<file path="config.mk">
export PLATFORM = sky130hd
export DESIGN_NAME = audio_voice_sequencer
export DESIGN_NICKNAME = d
export VERILOG_FILES = /design/src/rtl/audio_voice_sequencer.sv
export SDC_FILE = /design/constraint.sdc
export NUM_CORES = 1
export LEC_CHECK = 0
export CORE_MARGIN = 2
export CORE_UTILIZATION = 59
export CTS_CLUSTER_SIZE = 12
export DETAILED_ROUTE_END_ITERATION = 8
export PLACE_DENSITY_LB_ADDON = 0.12
export SYNTH_ARGS = -nofsm -noshare
export SYNTH_HDL_FRONTEND = slang
export SYNTH_SLANG_ARGS = --single-unit
</file>
<file path="constraint.sdc">
create_clock -name clk -period 6.2 [get_ports clk]
set_input_delay 0.93 -clock clk [delete_from_list [all_inputs] [get_ports clk]]
set_output_delay 0.93 -clock clk [all_outputs]
set_load 0.005 [all_outputs]
</file>
<file path="src/rtl/audio_voice_sequencer.sv">
// rtl/audio_voice_sequencer.sv - per-sample voice scheduler with saturating mixer
//
// Purpose:
//   On every rising edge of sample_clock, requests NUM_VOICES voices one after
//   another from a shared synthesis datapath, sums the returned signed samples
//   and publishes one saturated mix per sample period. Sticky flags report a
//   tick arriving while busy (overrun) and a voice that never answered (timeout).
//
// Optional feature macro: VOICE_MUTE_EN
//   Defined   - adds mute_mask; muted voices are skipped without a request.
//   Undefined - every voice is requested.
//
// Ports:
//   clk, rst            system clock, asynchronous active-high reset
//   sample_clock        sample-rate square wave, synchronous to clk
//   voice_sel           index of the voice being serviced
//   voice_req           one-cycle request for voice_sel
//   voice_sample        signed sample returned by the datapath
//   voice_valid         voice_sample valid (accepted only while waiting)
//   mix_out             saturated mix, held between updates
//   mix_valid           one-cycle pulse when mix_out updates
//   overrun, timeout    sticky error flags
//   err_clr             clears both sticky flags
//   mute_mask           (VOICE_MUTE_EN) per-voice mute, latched at the tick

module audio_voice_sequencer #(
  parameter int NUM_VOICES = 8,
  parameter int VOICE_W    = 3,
  parameter int SAMPLE_W   = 16,
  parameter int TIMEOUT    = 255
) (
  input  logic                  clk,
  input  logic                  rst,
  input  logic                  sample_clock,
  output logic [VOICE_W-1:0]    voice_sel,
  output logic                  voice_req,
  input  logic [SAMPLE_W-1:0]   voice_sample,
  input  logic                  voice_valid,
  output logic [SAMPLE_W-1:0]   mix_out,
  output logic                  mix_valid,
  output logic                  overrun,
  output logic                  timeout,
`ifdef VOICE_MUTE_EN
  input  logic [NUM_VOICES-1:0] mute_mask,
`endif
  input  logic                  err_clr
);

  // Accumulator carries VOICE_W guard bits so summing NUM_VOICES full-scale
  // samples can never wrap before the final clamp.
  localparam int ACC_W = SAMPLE_W + VOICE_W;
  localparam logic [VOICE_W-1:0]      LAST_SEL = VOICE_W'(NUM_VOICES - 1);
  localparam logic [7:0]              CNT_LAST = 8'(TIMEOUT - 1);
  localparam logic signed [ACC_W-1:0] SAT_MAX  = ACC_W'((2 ** (SAMPLE_W - 1)) - 1);
  localparam logic signed [ACC_W-1:0] SAT_MIN  = ~SAT_MAX;

  typedef enum logic [1:0] {S_IDLE, S_ISSUE, S_WAIT, S_DONE} state_t;

  state_t                  r_state, w_state_nxt;
  logic                    r_sc_q;
  logic [VOICE_W-1:0]      r_voice_sel, w_sel_nxt;
  logic signed [ACC_W-1:0] r_acc, w_acc_nxt;
  logic [7:0]              r_cnt, w_cnt_nxt;
  logic [SAMPLE_W-1:0]     r_mix_out;
  logic                    r_mix_valid;
  logic                    r_overrun;
  logic                    r_timeout;

  logic                    w_tick;
  logic                    w_muted;
  logic                    w_advance;
  logic                    w_timeout_set;
  logic                    w_mix_load;
  logic signed [ACC_W-1:0] w_sample_ext;
  logic [SAMPLE_W-1:0]     w_clamped;

  // sc_q resets high so a sample_clock already high at reset release is not a tick.
  assign w_tick       = sample_clock & ~r_sc_q;
  assign w_sample_ext = ACC_W'($signed(voice_sample));

`ifdef VOICE_MUTE_EN
  logic [NUM_VOICES-1:0] r_mute;

  always_ff @(posedge clk or posedge rst) begin
    if (rst) begin
      r_mute <= '0;
    end else if (r_state == S_IDLE && w_tick) begin
      r_mute <= mute_mask;
    end
  end

  assign w_muted = r_mute[r_voice_sel];
`else
  assign w_muted = 1'b0;
`endif

  always_comb begin
    w_clamped = r_acc[SAMPLE_W-1:0];
    if (r_acc > SAT_MAX) begin
      w_clamped = SAT_MAX[SAMPLE_W-1:0];
    end else if (r_acc < SAT_MIN) begin
      w_clamped = SAT_MIN[SAMPLE_W-1:0];
    end
  end

  always_ff @(posedge clk or posedge rst) begin
    if (rst) begin
      r_state <= S_IDLE;
    end else begin
      r_state <= w_state_nxt;
    end
  end

  always_comb begin
    w_state_nxt   = r_state;
    w_sel_nxt     = r_voice_sel;
    w_acc_nxt     = r_acc;
    w_cnt_nxt     = r_cnt;
    w_advance     = 1'b0;
    w_timeout_set = 1'b0;
    w_mix_load    = 1'b0;
    case (r_state)
      S_IDLE: begin
        if (w_tick) begin
          w_acc_nxt   = '0;
          w_sel_nxt   = '0;
          w_state_nxt = S_ISSUE;
        end
      end
      S_ISSUE: begin
        w_cnt_nxt = '0;
        // A muted voice burns this single cycle and contributes nothing.
        if (w_muted) begin
          w_advance = 1'b1;
        end else begin
          w_state_nxt = S_WAIT;
        end
      end
      S_WAIT: begin
        if (voice_valid) begin
          w_acc_nxt = r_acc + w_sample_ext;
          w_advance = 1'b1;
        end else if (r_cnt == CNT_LAST) begin
          w_timeout_set = 1'b1;
          w_advance     = 1'b1;
        end else begin
          w_cnt_nxt = r_cnt + 8'd1;
        end
      end
      S_DONE: begin
        w_mix_load  = 1'b1;
        w_sel_nxt   = '0;
        w_state_nxt = S_IDLE;
      end
      default: w_state_nxt = S_IDLE;
    endcase

    if (w_advance) begin
      if (r_voice_sel == LAST_SEL) begin
        w_state_nxt = S_DONE;
      end else begin
        w_sel_nxt   = r_voice_sel + VOICE_W'(1);
        w_state_nxt = S_ISSUE;
      end
    end
  end

  always_ff @(posedge clk or posedge rst) begin
    if (rst) begin
      r_sc_q      <= 1'b1;
      r_voice_sel <= '0;
      r_acc       <= '0;
      r_cnt       <= '0;
      r_mix_out   <= '0;
      r_mix_valid <= 1'b0;
      r_overrun   <= 1'b0;
      r_timeout   <= 1'b0;
    end else begin
      r_sc_q      <= sample_clock;
      r_voice_sel <= w_sel_nxt;
      r_acc       <= w_acc_nxt;
      r_cnt       <= w_cnt_nxt;
      r_mix_valid <= w_mix_load;
      if (w_mix_load) begin
        r_mix_out <= w_clamped;
      end
      // Setting takes priority over a simultaneous clear.
      if (w_tick && r_state != S_IDLE) begin
        r_overrun <= 1'b1;
      end else if (err_clr) begin
        r_overrun <= 1'b0;
      end
      if (w_timeout_set) begin
        r_timeout <= 1'b1;
      end else if (err_clr) begin
        r_timeout <= 1'b0;
      end
    end
  end

  assign voice_sel = r_voice_sel;
  assign voice_req = (r_state == S_ISSUE) & ~w_muted;
  assign mix_out   = r_mix_out;
  assign mix_valid = r_mix_valid;
  assign overrun   = r_overrun;
  assign timeout   = r_timeout;

endmodule

</file>
==> metrics.txt <==
DP Worst Slack about 2.9 ns; Yosys cell types between 50 and 60; DRC Markers 0; first-pass GRT wire length 12.3 mm; Synth Flop Type dfrtp_1; Final period util 48.0%; Clock Latency Late Sink around 0.31 ns; unrepaired setup endpoints after global routing no; Hold Crit Class reg -> reg; slowest stage delay, CP 0.42 ns; share of flip-flops with an asynchronous set or reset 100%; top-level I/O count 44; clock buffer depth 2; number of synthesized flops with an enable pin 0; Post-Route Setup TNS 0 ns; Starting Density 61.4%; Synth Area per Inst just over 9 µm²; met2 WL post-DR between 3 and 4 mm; slowest stage cell on the critical path clkdlybuf4s50_1; worst path required time between 6 and 7 ns; Max Cap Violations 0; final hold vios 0; Post-Route WL roughly 7 mm; die area a little under 6000 µm²; final net count between 400 and 500; crit end category flip-flop; Worst slew margin about a fifth; Worst Max-Slew Pin Slew around 1.2 ns; synthesized area about 3200 µm²; final worst setup slack 3.23 ns; Top Layer Used met4; leak pwr between 1.5 and 2 nW; vertical die dimension just under 80 µm; number of global-route vias before repair approximately 2600; Syn. warnings 0; min Tclk post-route around 3.0 ns; Mapped Cells 347; post-DP HPWL ~5 mm; sequential area share after synthesis 41.2%; DRT iter0 DRCs 146; Final ANT Viol Nets 0; overflow left after global routing 0; post-CTS setup buffer count 0; Die W roughly 77 µm; Crit Path Max Fanout 4; CTS clk-pin slew, worst paths 0.10 ns; TritonCTS Buffers 5; Core Rows 26; Buf+Inv Stages, Crit Path 1; initial antenna violation count 0; core box area slightly above 5000 µm²; status complete, no violations; input/output buffers 43; skew final roughly 0.0083 ns; hold_buf cts 0; CP Launch Type primary input; overall global routing resource usage between 20% and 30%; Max rail drop VDD between 0.2 and 0.25 mV; crit path DAT between 3 and 4 ns; P&R area growth vs syn 19.7%; Avg WL per Cell around 15 µm; met3 WL 323 µm; critical path cell sequence clkdlybuf4s50_1 > ha_1 > fa_1 > a21o_2 > a31oi_2 > o31ai_2 > a21oi_4 > xor2_1 > o21ai_1; WL met1 between 3 and 4 mm; Max Slew Vio Count 0; fmax between 300 and 400 MHz; CTS tree built; ratio of cells with drive above 1 in the final layout 7.12%; DRT Pass-1 Iters 4; root buf cell clkbuf_8; routed vias/inst about 5.8; largest net degree at the start of global routing 53; syn nets around 400; clk sinks between 50 and 60; WS Path Type in -> reg; FF+latch count, synth 52; GP Congestion 0.961; Pwr per Cell Area between 300 and 400 nW/µm²; H-tree Lvls 2; vias 2704; post-cts sizing count 0; CP top delay family compound AO/OA/AOI/OAI gates; Final Setup Violations 0; Antenna Cells 0
-- cell usage in the layout (no fill, tap or decap), drive strengths merged, types with 2 or more instances in the layout --
master and n:
o21ai 27, clkdlybuf4s50 43, and4 3, xnor2 7, a2111o 2, nand4 4
o21a 3, mux2i 2, dfrtp 51, a31oi 3, mux2 2, nand2b 4
nand2 47, nor3 4, clkbuf 6, and2 3, nor2 34, a21oi 18
a21o 4, o22ai 17, or3 3, inv 26, o211ai 4, o31ai 9
ha 26, o311ai 2, buf 3, nand3 8, xor2 12
-- power breakdown --
group          total, mW  internal [mW]  switching, mW  leakage, nW
sequential         0.490          0.425         0.0650        0.693
clock              0.239          0.122          0.117       0.0558
combinational      0.749          0.321          0.428        0.897
-- state kept, by name (all words and copies together), names as in the netlist --
register / cells
r_acc: 19
mix_out: 16
r_cnt: 8
voice_sel: 3
r_state: 2
mix_valid: 1
overrun: 1
r_sc_q: 1
timeout: 1
-- worst paths after layout --
check                                 from           end  depth (start not counted)  slack (ns)
setup / recovery           voice_sample[0]     r_acc[14]                          9        3.23
hold / removal                    r_cnt[6]      r_cnt[6]                          1        0.50
setup reg to reg                  r_acc[0]     r_acc[14]                          8        3.86
hold reg to reg                   r_cnt[6]      r_cnt[6]                          1        0.50
max in group asynchronous              rst      r_acc[2]                          2        4.33
min in group asynchronous              rst  voice_sel[2]                          2        1.20
-- synthesized netlist by cell type, types with 3 or more instances --
master     n  area (µm²)
a21oi_1   16        80.1
and2_1     3        18.8
clkbuf_1   8        30.0
dfrtp_1   51        1280
ha_1      26         325
inv_1     25        93.8
nand2_1   47         176
nand2b_1   4        25.0
nand3_1    7        35.0
nand4_1    4        25.0
nor2_1    34         128
nor3_1     4        20.0
o211ai_1   3        22.5
o21ai_0   11        55.1
o21ai_1   15        75.1
o22ai_1   17         106
o31ai_1    8        60.1
or3_1      3        18.8
xnor2_1    7        61.3
xor2_1    12         105
-- area by class of cell --
type | instances | area [µm²]
clock buffers | 6 | 72.6
clock inverters | 2 | 38.8
fillers | 422 | 1360
inverters | 25 | 93.8
multi-input cells | 262 | 1730
flip-flops and latches | 52 | 1300
well taps | 70 | 87.6
repair buffers | 46 | 453
-- per-layer routing --
layer  GRT usage [%]  vias up
li1                -     1320
met5               0        -
met3            3.88        9
met1            35.3     1307
met4            7.68        0
met2            41.0       68
-- kinds of logic (layout without fill, tap and decap cells) --
logic type | after synthesis | after routing | share of synthesized area (%)
AO/OA/AOI/OAI | 98 | 98 | 21.1
AND/OR/NAND/NOR | 114 | 114 | 16.2
adder cells (fa/ha/maj) | 27 | 27 | 10.9
flip-flops | 52 | 52 | 41.2
buffers and inverters | 33 | 79 | 3.92
XOR/XNOR | 19 | 19 | 5.27
multiplexers | 4 | 4 | 1.35
-- through the flow --
step                cells  power (mW)  util (%)  hold WS, ns  cell area [µm²]
global placement      455        1.22      71.4        0.479             3670
CTS                   463        1.48      73.5        0.501             3780
finish                463        1.48      73.5        0.499             3780
global route          463        1.60      73.5        0.551             3780
floorplan             347       0.989         -        0.453             3160
detailed placement    455        1.24      71.4        0.487             3670
(Power assumes the default switching activity.)
